## config.mk

```make
export PLATFORM = sky130hd
export DESIGN_NAME = frame_draw_scheduler_flat
export DESIGN_NICKNAME = d
export VERILOG_FILES = /design/src/rtl/gfx_pkg.sv /design/src/rtl/frame_draw_scheduler_if.sv /design/src/rtl/scroll_offset_reg.sv /design/src/rtl/frame_draw_scheduler.sv /design/src/flat_wrapper.sv
export SDC_FILE = /design/constraint.sdc
export NUM_CORES = 1
export LEC_CHECK = 0
export ABC_AREA = 1
export CAP_MARGIN = 20
export CORE_MARGIN = 2
export CORE_UTILIZATION = 40
export DETAILED_ROUTE_END_ITERATION = 6
export PLACE_DENSITY_LB_ADDON = 0.3
export SYNTH_ARGS = -nofsm -noshare
export SYNTH_HDL_FRONTEND = slang
export SYNTH_SLANG_ARGS = --single-unit
```

## constraint.sdc

```tcl
create_clock -name clock -period 2.1 [get_ports clock]
set_input_delay 0.63 -clock clock [delete_from_list [all_inputs] [get_ports clock]]
set_output_delay 0.63 -clock clock [all_outputs]
set_load 0.1 [all_outputs]
```

## src/rtl/gfx_pkg.sv

```systemverilog
// rtl/gfx_pkg.sv - shared graphics constants and frame scheduler state encoding
package gfx_pkg;

   localparam int COLOR_DEPTH    = 9;
   localparam int SCREEN_TILES_X = 20;
   localparam int SCREEN_TILES_Y = 15;
   localparam int TILEMAP_LENGTH = 2000;
   localparam int X_OFFSET_MAX   = TILEMAP_LENGTH - SCREEN_TILES_X;
   localparam int X_OFFSET_W     = 11;

   typedef enum logic [2:0] {
      ST_IDLE,
      ST_BG_RUN,
      ST_BG_REL,
      ST_SPR_SEL,
      ST_SPR_RUN,
      ST_SPR_REL,
      ST_FINISH
   } sched_state_t;

endpackage

```

## src/rtl/frame_draw_scheduler_if.sv

```systemverilog
// rtl/frame_draw_scheduler_if.sv - drawer handshakes, pixel streams and VGA write port
interface frame_draw_scheduler_if #(
   parameter int NUM_SPRITES = 2,
   parameter int COLOR_DEPTH = gfx_pkg::COLOR_DEPTH
) ();

   logic                               bg_enable;
   logic                               bg_done;
   logic [7:0]                         bg_x;
   logic [6:0]                         bg_y;
   logic [COLOR_DEPTH-1:0]             bg_color;
   logic                               bg_plot;

   logic [NUM_SPRITES-1:0]             spr_enable;
   logic [NUM_SPRITES-1:0]             spr_done;
   logic [8*NUM_SPRITES-1:0]           spr_x;
   logic [7*NUM_SPRITES-1:0]           spr_y;
   logic [COLOR_DEPTH*NUM_SPRITES-1:0] spr_color;
   logic [NUM_SPRITES-1:0]             spr_plot;

   logic [7:0]                         vga_x;
   logic [6:0]                         vga_y;
   logic [COLOR_DEPTH-1:0]             vga_color;
   logic                               vga_plot;

   modport master (
      output bg_enable, spr_enable, vga_x, vga_y, vga_color, vga_plot,
      input  bg_done, bg_x, bg_y, bg_color, bg_plot,
      input  spr_done, spr_x, spr_y, spr_color, spr_plot
   );

   modport slave (
      input  bg_enable, spr_enable, vga_x, vga_y, vga_color, vga_plot,
      output bg_done, bg_x, bg_y, bg_color, bg_plot,
      output spr_done, spr_x, spr_y, spr_color, spr_plot
   );

endinterface

```

## src/rtl/scroll_offset_reg.sv

```systemverilog
// rtl/scroll_offset_reg.sv - pending scroll latch and saturating x_offset counter
module scroll_offset_reg #(
   parameter int X_OFFSET_MAX = gfx_pkg::X_OFFSET_MAX
) (
   input  logic                          clock,
   input  logic                          resetn,
   input  logic                          scroll_right,
   input  logic                          scroll_left,
   input  logic                          apply,
   output logic [gfx_pkg::X_OFFSET_W-1:0] x_offset
);
   import gfx_pkg::*;

   localparam logic [X_OFFSET_W-1:0] OFF_MAX = X_OFFSET_W'(X_OFFSET_MAX);

   logic pend_r;
   logic pend_l;

   always_ff @(posedge clock or negedge resetn) begin
      if (!resetn) begin
         pend_r   <= 1'b0;
         pend_l   <= 1'b0;
         x_offset <= '0;
      end else if (apply) begin
         // pulses coinciding with the apply strobe belong to the next frame
         pend_r <= scroll_right;
         pend_l <= scroll_left;
         if (pend_r && !pend_l && x_offset != OFF_MAX)
            x_offset <= x_offset + 1'b1;
         else if (pend_l && !pend_r && x_offset != '0)
            x_offset <= x_offset - 1'b1;
      end else begin
         if (scroll_right) pend_r <= 1'b1;
         if (scroll_left)  pend_l <= 1'b1;
      end
   end

endmodule

```

## src/rtl/frame_draw_scheduler.sv

```systemverilog
// rtl/frame_draw_scheduler.sv - sequences background then sprites onto the shared VGA port
module frame_draw_scheduler #(
   parameter int NUM_SPRITES  = 2,
   parameter int COLOR_DEPTH  = gfx_pkg::COLOR_DEPTH,
   parameter int X_OFFSET_MAX = gfx_pkg::X_OFFSET_MAX
) (
   input  logic                           clock,
   input  logic                           resetn,
   input  logic                           frame_tick,
   input  logic                           scroll_right,
   input  logic                           scroll_left,
   input  logic [NUM_SPRITES-1:0]         spr_active,
   frame_draw_scheduler_if.master         bus,
   output logic [gfx_pkg::X_OFFSET_W-1:0] x_offset,
   output logic                           busy,
   output logic                           overrun
);
   import gfx_pkg::*;

   localparam int IDX_W = $clog2(NUM_SPRITES + 1);
   localparam int SEL_W = (NUM_SPRITES > 1) ? $clog2(NUM_SPRITES) : 1;

   sched_state_t           state, state_nxt;
   logic [IDX_W-1:0]       idx, idx_nxt;
   logic [SEL_W-1:0]       sel;
   logic [NUM_SPRITES-1:0] act_mask, act_nxt;
   logic                   start;

   logic [7:0]             sx [NUM_SPRITES];
   logic [6:0]             sy [NUM_SPRITES];
   logic [COLOR_DEPTH-1:0] sc [NUM_SPRITES];

   for (genvar g = 0; g < NUM_SPRITES; g++) begin : g_unpack
      assign sx[g] = bus.spr_x[8*g +: 8];
      assign sy[g] = bus.spr_y[7*g +: 7];
      assign sc[g] = bus.spr_color[COLOR_DEPTH*g +: COLOR_DEPTH];
   end

   assign sel  = idx[SEL_W-1:0];
   assign busy = (state != ST_IDLE);

   scroll_offset_reg #(.X_OFFSET_MAX(X_OFFSET_MAX)) u_scroll (
      .clock        (clock),
      .resetn       (resetn),
      .scroll_right (scroll_right),
      .scroll_left  (scroll_left),
      .apply        (start),
      .x_offset     (x_offset)
   );

   always_ff @(posedge clock or negedge resetn) begin
      if (!resetn) begin
         state    <= ST_IDLE;
         idx      <= '0;
         act_mask <= '0;
         overrun  <= 1'b0;
      end else begin
         state    <= state_nxt;
         idx      <= idx_nxt;
         act_mask <= act_nxt;
         if (frame_tick && state != ST_IDLE) overrun <= 1'b1;
      end
   end

   always_comb begin
      state_nxt = state;
      idx_nxt   = idx;
      act_nxt   = act_mask;
      start     = 1'b0;
      case (state)
         ST_IDLE: if (frame_tick) begin
            start     = 1'b1;
            act_nxt   = spr_active;
            state_nxt = ST_BG_RUN;
         end
         ST_BG_RUN: if (bus.bg_done) state_nxt = ST_BG_REL;
         // drawers hold done until enable falls, so wait for it to clear
         ST_BG_REL: if (!bus.bg_done) begin
            idx_nxt   = '0;
            state_nxt = ST_SPR_SEL;
         end
         ST_SPR_SEL: begin
            if (idx == IDX_W'(NUM_SPRITES)) state_nxt = ST_FINISH;
            else if (act_mask[sel])         state_nxt = ST_SPR_RUN;
            else                            idx_nxt   = idx + 1'b1;
         end
         ST_SPR_RUN: if (bus.spr_done[sel]) state_nxt = ST_SPR_REL;
         ST_SPR_REL: if (!bus.spr_done[sel]) begin
            idx_nxt   = idx + 1'b1;
            state_nxt = ST_SPR_SEL;
         end
         ST_FINISH: state_nxt = ST_IDLE;
         default:   state_nxt = ST_IDLE;
      endcase
   end

   always_comb begin
      bus.bg_enable  = (state == ST_BG_RUN);
      bus.spr_enable = '0;
      if (state == ST_SPR_RUN) bus.spr_enable[sel] = 1'b1;
   end

   // coordinates hold their last value whenever nobody owns the port
   always_ff @(posedge clock or negedge resetn) begin
      if (!resetn) begin
         bus.vga_x     <= '0;
         bus.vga_y     <= '0;
         bus.vga_color <= '0;
         bus.vga_plot  <= 1'b0;
      end else begin
         bus.vga_plot <= 1'b0;
         if (state == ST_BG_RUN) begin
            bus.vga_x     <= bus.bg_x;
            bus.vga_y     <= bus.bg_y;
            bus.vga_color <= bus.bg_color;
            bus.vga_plot  <= bus.bg_plot;
         end else if (state == ST_SPR_RUN) begin
            bus.vga_x     <= sx[sel];
            bus.vga_y     <= sy[sel];
            bus.vga_color <= sc[sel];
            bus.vga_plot  <= bus.spr_plot[sel];
         end
      end
   end

endmodule

```

## src/flat_wrapper.sv

```systemverilog
// flat-port wrapper written by rule: the top's interface ports become plain ports
module frame_draw_scheduler_flat import gfx_pkg::*;
#(
   parameter int NUM_SPRITES  = 2,
   parameter int COLOR_DEPTH  = gfx_pkg::COLOR_DEPTH,
   parameter int X_OFFSET_MAX = gfx_pkg::X_OFFSET_MAX
)
  (clock, resetn, frame_tick, scroll_right, scroll_left, spr_active, x_offset, busy, overrun, bus_bg_enable, bus_spr_enable, bus_vga_x, bus_vga_y, bus_vga_color, bus_vga_plot, bus_bg_done, bus_bg_x, bus_bg_y, bus_bg_color, bus_bg_plot, bus_spr_done, bus_spr_x, bus_spr_y, bus_spr_color, bus_spr_plot);
  frame_draw_scheduler_if #(.NUM_SPRITES(NUM_SPRITES), .COLOR_DEPTH(COLOR_DEPTH)) bus_i ();
  input  logic clock;
  input  logic resetn;
  input  logic frame_tick;
  input  logic scroll_right;
  input  logic scroll_left;
  input  logic [NUM_SPRITES-1:0] spr_active;
  output logic [gfx_pkg::X_OFFSET_W-1:0] x_offset;
  output logic busy;
  output logic overrun;
  output wire logic [$bits(bus_i.bg_enable)-1:0] bus_bg_enable;
  output wire logic [$bits(bus_i.spr_enable)-1:0] bus_spr_enable;
  output wire logic [$bits(bus_i.vga_x)-1:0] bus_vga_x;
  output wire logic [$bits(bus_i.vga_y)-1:0] bus_vga_y;
  output wire logic [$bits(bus_i.vga_color)-1:0] bus_vga_color;
  output wire logic [$bits(bus_i.vga_plot)-1:0] bus_vga_plot;
  input wire logic [$bits(bus_i.bg_done)-1:0] bus_bg_done;
  input wire logic [$bits(bus_i.bg_x)-1:0] bus_bg_x;
  input wire logic [$bits(bus_i.bg_y)-1:0] bus_bg_y;
  input wire logic [$bits(bus_i.bg_color)-1:0] bus_bg_color;
  input wire logic [$bits(bus_i.bg_plot)-1:0] bus_bg_plot;
  input wire logic [$bits(bus_i.spr_done)-1:0] bus_spr_done;
  input wire logic [$bits(bus_i.spr_x)-1:0] bus_spr_x;
  input wire logic [$bits(bus_i.spr_y)-1:0] bus_spr_y;
  input wire logic [$bits(bus_i.spr_color)-1:0] bus_spr_color;
  input wire logic [$bits(bus_i.spr_plot)-1:0] bus_spr_plot;
  assign bus_bg_enable = bus_i.bg_enable;
  assign bus_spr_enable = bus_i.spr_enable;
  assign bus_vga_x = bus_i.vga_x;
  assign bus_vga_y = bus_i.vga_y;
  assign bus_vga_color = bus_i.vga_color;
  assign bus_vga_plot = bus_i.vga_plot;
  assign bus_i.bg_done = bus_bg_done;
  assign bus_i.bg_x = bus_bg_x;
  assign bus_i.bg_y = bus_bg_y;
  assign bus_i.bg_color = bus_bg_color;
  assign bus_i.bg_plot = bus_bg_plot;
  assign bus_i.spr_done = bus_spr_done;
  assign bus_i.spr_x = bus_spr_x;
  assign bus_i.spr_y = bus_spr_y;
  assign bus_i.spr_color = bus_spr_color;
  assign bus_i.spr_plot = bus_spr_plot;
  frame_draw_scheduler #(.NUM_SPRITES(NUM_SPRITES), .COLOR_DEPTH(COLOR_DEPTH), .X_OFFSET_MAX(X_OFFSET_MAX)) u_core (.clock(clock), .resetn(resetn), .frame_tick(frame_tick), .scroll_right(scroll_right), .scroll_left(scroll_left), .spr_active(spr_active), .bus(bus_i), .x_offset(x_offset), .busy(busy), .overrun(overrun));
endmodule
```

==> results.md, run 1 <==
* Outcome: finished, violations left
* Failing checks: negative setup slack
* RSZ-0062 raised after global routing: true
* Largest net degree at the start of global routing at 28
* Die Ht at 92.96 um
* Setup WS post-layout at -0.04778 ns
* Final Cycle Share at 102.3%
* Dpl cell area at 5082 um^2
* Crit path DAT at 2.38 ns
* IO Port Bufs at 125
* Synth Cell Area at 3166 um^2
* Clock-pin transition on the worst setup and hold timing paths at 0.10 ns
* Netlist cell types at 35
* # DRC at 0
* Worst hold-check path type: in2async
* TNS Setup at -0.1722 ns
* CTS Buf Count at 5
* Hpwl dp at 7749 um
* H-Tree Depth at 2
* CTS tree: done
* Die area at 8642 um^2
* Final count of pins violating max slew at 0
* DR pass1 iterations at 4
* Grt ovf at 0
* Worst hold margin at 0.1935 ns
* Maxcap violations at 0
* Final Skew at 0.007846 ns
* Syn-to-layout area delta at 73.52%
* Routed wire per std cell at 15.50 um
* CP max-delay cell: dfrtp_4
* # setup viols final at 5
* Post-Route WL at 10950 um
* Maximum clock path buffer count at 2
* Design area at 5493 um^2
* Period minus WS final at 2.148 ns
* First-pass GRT wire length at 16270 um
* Slew HR at 75.39%
* Routed vias/inst at 5.108
* CP Capture Type: flop
* CP max FO at 6
* Fraction of layout cells with a size suffix above 1 at 29.14%
* Initial core utilization at 41.18%
* Avg Inst Size Synth at 7.003 um^2
* Worst-margin pin slew at 0.3687 ns
* Post-DRT Antenna Nets at 0
* Iter 0 DRT Violations at 164
* I/O pin count at 126
* Hold Fails Final Rpt at 0
* Seq/Total Area, Yosys at 36.36%
* Clock Latency Late Sink at 0.31 ns
* CP Class: reg2reg
* Seq cells post-synth at 46
* Routability cong. at 0.9027
* CP most frequent cell: nand2_1
* Synthesized Nets at 548
* Die width at 92.96 um
* Gr usage total at 23.84%
* Crit-path cells: inv_2 -> nand2_2 -> nor2_4 -> nand3_4 -> nand2_8 -> inv_4 -> fa_2 -> inv_2 -> nand3_2 -> nand3_2 -> nand2_2 -> nand2_1 -> nand2_1 -> nand2_1 -> nand2_1 -> o21ai_2
* Ys async rst share at 100.0%
* Vias in the first global route at 3520
* CP max stage delay at 0.49 ns
* Ys flop type: dfrtp_1
* Initial antenna violation count at 0
* Ys Warns at 0
* EDFF count, synth at 0
* Core Box Area at 7687 um^2
* Setup crit start kind: flop
* Vias at 3606
* Final Instance Count excl. Fillers at 706
* Nets at 699
* Required time of the critical path at 2.33 ns
* Cells after Synth at 452
* Fmax at 465.6 MHz
* Root buffer cell: clkbuf_8
* Clock sink count at 46
* Diode count at 0
* Row Count at 32
* Dpl cells at 686
## logic make-up (layout without fill, tap and decap cells)
family	count (synthesis)	in the layout	share of synthesized area, %
XOR/XNOR	6	6	1.660
buffers and inverters	44	195	7.589
adder cells (fa/ha/maj)	11	11	4.585
AO/OA/AOI/OAI	77	77	14.35
AND/OR/NAND/NOR	268	269	35.45
flip-flops	46	46	36.36
## metal layers
layer | wire, um | global-route usage [%] | part of all wire [%]
met5 | 0 | 0 | 0
met4 | 438 | 11.03 | 4.0
met3 | 452 | 3.824 | 4.1
met2 | 5834 | 42.45 | 53
met1 | 4219 | 27.93 | 39
## cells in the mapped netlist (4+ instances only)
| cell type | number | area, um^2 |
|---|---|---|
| inv_2 | 4 | 15.01 |
| dfrtp_1 | 46 | 1151 |
| ha_1 | 10 | 125.1 |
| nand2_2 | 12 | 75.07 |
| nand3_1 | 18 | 90.09 |
| a21oi_2 | 11 | 96.34 |
| inv_1 | 22 | 82.58 |
| o21ai_1 | 9 | 45.04 |
| a21oi_1 | 20 | 100.1 |
| buf_2 | 7 | 35.03 |
| buf_6 | 4 | 45.04 |
| nor2_1 | 49 | 183.9 |
| nand2_1 | 176 | 660.6 |
| o21ai_0 | 26 | 130.1 |
## what timing repair did
| action | CTS | global route |
|---|---|---|
| pin swaps | 4 | 9 |
| gates cloned | 1 | 0 |
| setup buffers | 2 | 9 |
| hold buffers | 0 | 0 |
| setup endpoints to repair | 8 | 11 |
| gates resized for setup | 10 | 36 |
## sequential cells by signal, summed over array words and instances (netlist names)
register / count
u_core.idx: 2
u_core.act_mask: 2
u_core.bus.vga_plot: 1
u_core.bus.vga_y: 7
u_core.state: 3
u_core.u_scroll.pend_l: 1
u_core.u_scroll.x_offset: 11
u_core.overrun: 1
u_core.bus.vga_color: 9
u_core.bus.vga_x: 8
u_core.u_scroll.pend_r: 1
## cell usage in the layout (no fill, tap or decap), types with 3 or more instances in the layout
cell and instances:
nand2_1 169, clkdlybuf4s50_1 83, nor2_1 42, buf_12 42, buf_4 34, dfrtp_1 33
o21ai_0 25, a21oi_1 18, nand2_2 17, inv_1 17, a21oi_2 12, nand3_1 11
dfrtp_4 11, o21ai_1 9, inv_2 6, nor2_4 6, nand3_2 6, ha_4 6
clkbuf_8 6, nor2_2 5, nand2_4 4, ha_1 4, inv_4 3, nand3_4 3
o21ai_2 3, a21o_1 3, o21bai_1 3, xor2_1 3
## worst max-delay path: cells and delay by family (launching register included)
kind | cells | cell delay (ns)
buffers and inverters | 3 | 0.19
and+or+nand+nor | 11 | 0.92
adders and majority gates | 1 | 0.38
AOI/OAI and AO/OA | 1 | 0.09
DFF | 1 | 0.49
## stage by stage
stage          setup WS (ns)  util [%]
2_1_floorplan       -0.08955         -
3_3_place_gp         0.03203     66.11
3_5_place_dp        -0.04367     66.11
4_1_cts             -0.03444     68.29
5_1_grt              -0.2178     71.45
6_report            -0.04778     71.45
## worst paths after layout
check	start	slack [ns]	endpoint	depth (start not counted)
max	u_core.u_scroll.x_offset[6]$_DFFE_PN0P_	-0.05	u_core.u_scroll.x_offset[6]$_DFFE_PN0P_	16
min	resetn	0.19	u_core.bus.vga_x[6]$_DFFE_PN0P_	1
max reg2reg	u_core.u_scroll.x_offset[6]$_DFFE_PN0P_	-0.05	u_core.u_scroll.x_offset[6]$_DFFE_PN0P_	16
min reg2reg	u_core.act_mask[1]$_DFFE_PN0P_	0.50	u_core.act_mask[1]$_DFFE_PN0P_	2
max in group asynchronous	resetn	1.41	u_core.u_scroll.x_offset[5]$_DFFE_PN0P_	2
min in group clock	u_core.act_mask[1]$_DFFE_PN0P_	0.50	u_core.act_mask[1]$_DFFE_PN0P_	2
## area by class of cell
cell class / count / area, um^2
clock buffer: 6 / 82.58
clock inverter: 2 / 12.51
fill: 594 / 2195
inverter: 27 / 113.9
multi-input combinational: 363 / 2029
sequential: 46 / 1195
tap: 102 / 127.6
timing repair buffer: 160 / 1932
Power of run 1 is not shown: default switching activity piles up to over one toggle a cycle in this logic, so the estimate is an artifact.
==> inputs of run 2 (changes only) <==
Settings changed: CORE_UTILIZATION 40 to 44.
Clock period 2.1 ns to 2.27 ns, I/O delays scaled along.
==> run 2 against run 1 <==
  * The run now ends clean
  * Hold slack gained 0.28 ns
  * Design area shrank 13%
  * Count of clock-buffer cells in the layout shrank 1
  * First-iteration DRC count shrank 18%
  * Sequential cell count is the same
  * Setup slack gained 0.15 ns
  * Wire length shrank 16%
  * Critical path depth shrank 1
  * Clock skew grew 0.0074 ns
  * Critical endpoint is now u_core.u_scroll.x_offset[8]$_DFFE_PN0P_
  * Highest routed layer unchanged
==> results.md, run 2 (synthesized netlist as in run 1, its figures left out) <==
* H-Tree Depth at 2 (unchanged)
* Initial core utilization at 46.08% (+4.9 points)
* Fmax at 461.7 MHz (-0.83%)
* Nets at 676 (-3.3%)
* Fraction of layout cells with a size suffix above 1 at 23.06% (-6.1 points)
* Die area at 7889 um^2 (-8.7%)
* Maxcap violations at 0 (unchanged)
* Final Skew at 0.01525 ns (+0.007402 ns)
* Leading registers by flop count: u_core.u_scroll.x_offset: 11 flops, u_core.bus.vga_color: 9 flops, u_core.bus.vga_x: 8 flops
* Post-DRT Antenna Nets at 0 (unchanged)
* Commonest non-fill, non-tap cells in the layout: nand2_1 (174), clkdlybuf4s50_1 (83), nor2_1 (44)
* Vias in the first global route at 3157 (-10%)
* Layout filler cell count at 562 (-5.4%)
* First-pass GRT wire length at 14500 um (-11%)
* # DRC at 0 (unchanged)
* Largest net degree at the start of global routing at 47 (+68%)
* Multi-input logic area at 1866 um^2 (-8.1%)
* Maximum clock path buffer count at 2 (unchanged)
* Largest register FFs at 11 (unchanged)
* Design area at 4798 um^2 (-13%)
* CP Capture Type: flop
* Slew HR at 60.31% (-15 points)
* I/O pin count at 126 (unchanged)
* RSZ-0062 raised after global routing: true
* CTS Hold Buffers Added at 0 (unchanged)
* Crit-path cells: inv_2 -> nand2_1 -> nor2_2 -> nand3_2 -> nand2_4 -> inv_2 -> fa_2 -> inv_2 -> nand3_1 -> nand3_2 -> nand2_1 -> nand2_1 -> xor2_1 -> nand2_1 -> nand2_1
* DR pass1 iterations at 4 (unchanged)
* Grt ovf at 0 (unchanged)
* Dpl cells at 665 (-3.1%)
* CTS Buf Count at 5 (unchanged)
* Die Ht at 88.82 um (-4.5%)
* Final count of pins violating max slew at 0 (unchanged)
* Setup crit start kind: flop
* Row Count at 30 (-6.3%)
* Final Cycle Share at 95.41% (-6.9 points)
* RR Endpoint: u_core.u_scroll.x_offset[8]$_DFFE_PN0P_
* CP max stage delay at 0.51 ns (+0.02 ns)
* R2r setup slk at 0.10 ns (+0.15 ns)
* Clock sink count at 46 (unchanged)
* Routed wire per std cell at 13.56 um (-13%)
* Routed vias/inst at 4.954 (-3.0%)
* Flip-flop and latch area at 1192 um^2 (-0.21%)
* CTS tree: done
* Hold Fails Final Rpt at 0 (unchanged)
* Clock Latency Late Sink at 0.30 ns (about the same)
* Commonest non-fill, non-tap cell in the layout: nand2_1
* Worst-margin pin slew at 0.5953 ns (+0.2266 ns)
* Diode count at 0 (unchanged)
* RR Startpoint: u_core.u_scroll.x_offset[6]$_DFFE_PN0P_
* Vias at 3354 (-7.0%)
* Die width at 88.82 um (-4.5%)
* Gr usage total at 23.22% (-0.62 points)
* Worst hold-check path type: in2async
* TNS Setup at 0 ns (+0.1722 ns)
* # setup viols final at 0 (-5)
* Initial antenna violation count at 0 (unchanged)
* Hpwl dp at 6972 um (-10%)
* Required time of the critical path at 2.50 ns (+0.17 ns)
* Clock-pin transition on the worst setup and hold timing paths at 0.10 ns (about the same)
* Period minus WS final at 2.166 ns (+0.01794 ns)
* Core Box Area at 6869 um^2 (-11%)
* Routability cong. at 0.9450 (+4.7%)
* Reg2reg path depth at 15 (-1)
* Crit path DAT at 2.40 ns (+0.02 ns)
* IO Port Bufs at 125 (unchanged)
* Post-Route WL at 9182 um (-16%)
* CP max-delay cell: dfrtp_4
* CP most frequent cell: nand2_1
* Final Instance Count excl. Fillers at 677 (-4.1%)
* Outcome: finished, final reports clean
* Syn-to-layout area delta at 51.58%
* CP max FO at 6 (unchanged)
* Iter 0 DRT Violations at 134 (-18%)
* CP Class: reg2reg
* Root buffer cell: clkbuf_8
* Most flops, register: u_core.u_scroll.x_offset
* Dpl cell area at 4609 um^2 (-9.3%)
## run 2: changes by cell type in the layout (fill, tap and decap cells not counted), sizes merged
cell    before  now
clkinv       2    3
buf         77   54
clkbuf       6    5
## run 2: repair_timing
item | CTS | global route
setup endpoints to repair | 0 | 7
buffers inserted | 0 | 3
gates resized for setup | 0 | 18
## run 2: worst max path at each step
stage	start	end	slack, ns	depth (start not counted)
finish	u_core.u_scroll.x_offset[6]$_DFFE_PN0P_	u_core.u_scroll.x_offset[8]$_DFFE_PN0P_	0.10	15
CTS	u_core.u_scroll.x_offset[6]$_DFFE_PN0P_	u_core.u_scroll.x_offset[6]$_DFFE_PN0P_	0.005	16
detailed placement	u_core.u_scroll.x_offset[6]$_DFFE_PN0P_	u_core.u_scroll.x_offset[6]$_DFFE_PN0P_	0.03	16
global route	u_core.u_scroll.x_offset[0]$_DFFE_PN0P_	u_core.u_scroll.x_offset[5]$_DFFE_PN0P_	-0.03	12
global placement	u_core.u_scroll.x_offset[6]$_DFFE_PN0P_	u_core.u_scroll.x_offset[8]$_DFFE_PN0P_	0.1	15
floorplan	u_core.u_scroll.x_offset[0]$_DFFE_PN0P_	u_core.u_scroll.x_offset[8]$_DFFE_PN0P_	0.03	15
## run 2: routing by layer
metal / global-route usage [%] / vias up / routed length, um
met4: 7.576 / 0 / 208
li1: - / 1697 / -
met3: 3.918 / 16 / 515
met1: 29.87 / 1535 / 3779
met2: 39.69 / 106 / 4680
met5: 0 / - / 0
## run 2: cell type report
cell class / count / area share, %
clock buffers: 5 / 1.434
clock inverters: 3 / 0.4433
inverters: 27 / 2.269
multi-input cells: 363 / 38.88
flip-flops and latches: 46 / 24.85
well taps: 96 / 2.503
repair buffers: 137 / 29.62
## run 2: metrics by stage
step           utilization, %  hold slack, ns  setup slack (ns)
3_5_place_dp            67.10          0.4538           0.02602
2_1_floorplan               -          0.3854           0.02509
3_3_place_gp            67.10          0.4458           0.09649
4_1_cts                 68.42          0.4749          0.004889
5_1_grt                 69.85          0.4847          -0.02811
6_report                69.85          0.4709            0.1043
## run 2: critical path, delay by kind of cell (launching register included)
family                   cells  cell delay, ns
adder cells (fa/ha/maj)      1            0.37
AND/OR/NAND/NOR             10            0.89
XOR/XNOR                     1            0.14
flip-flops                   1            0.51
buffers and inverters        3            0.18
Power of run 2 is left out for the same reason.
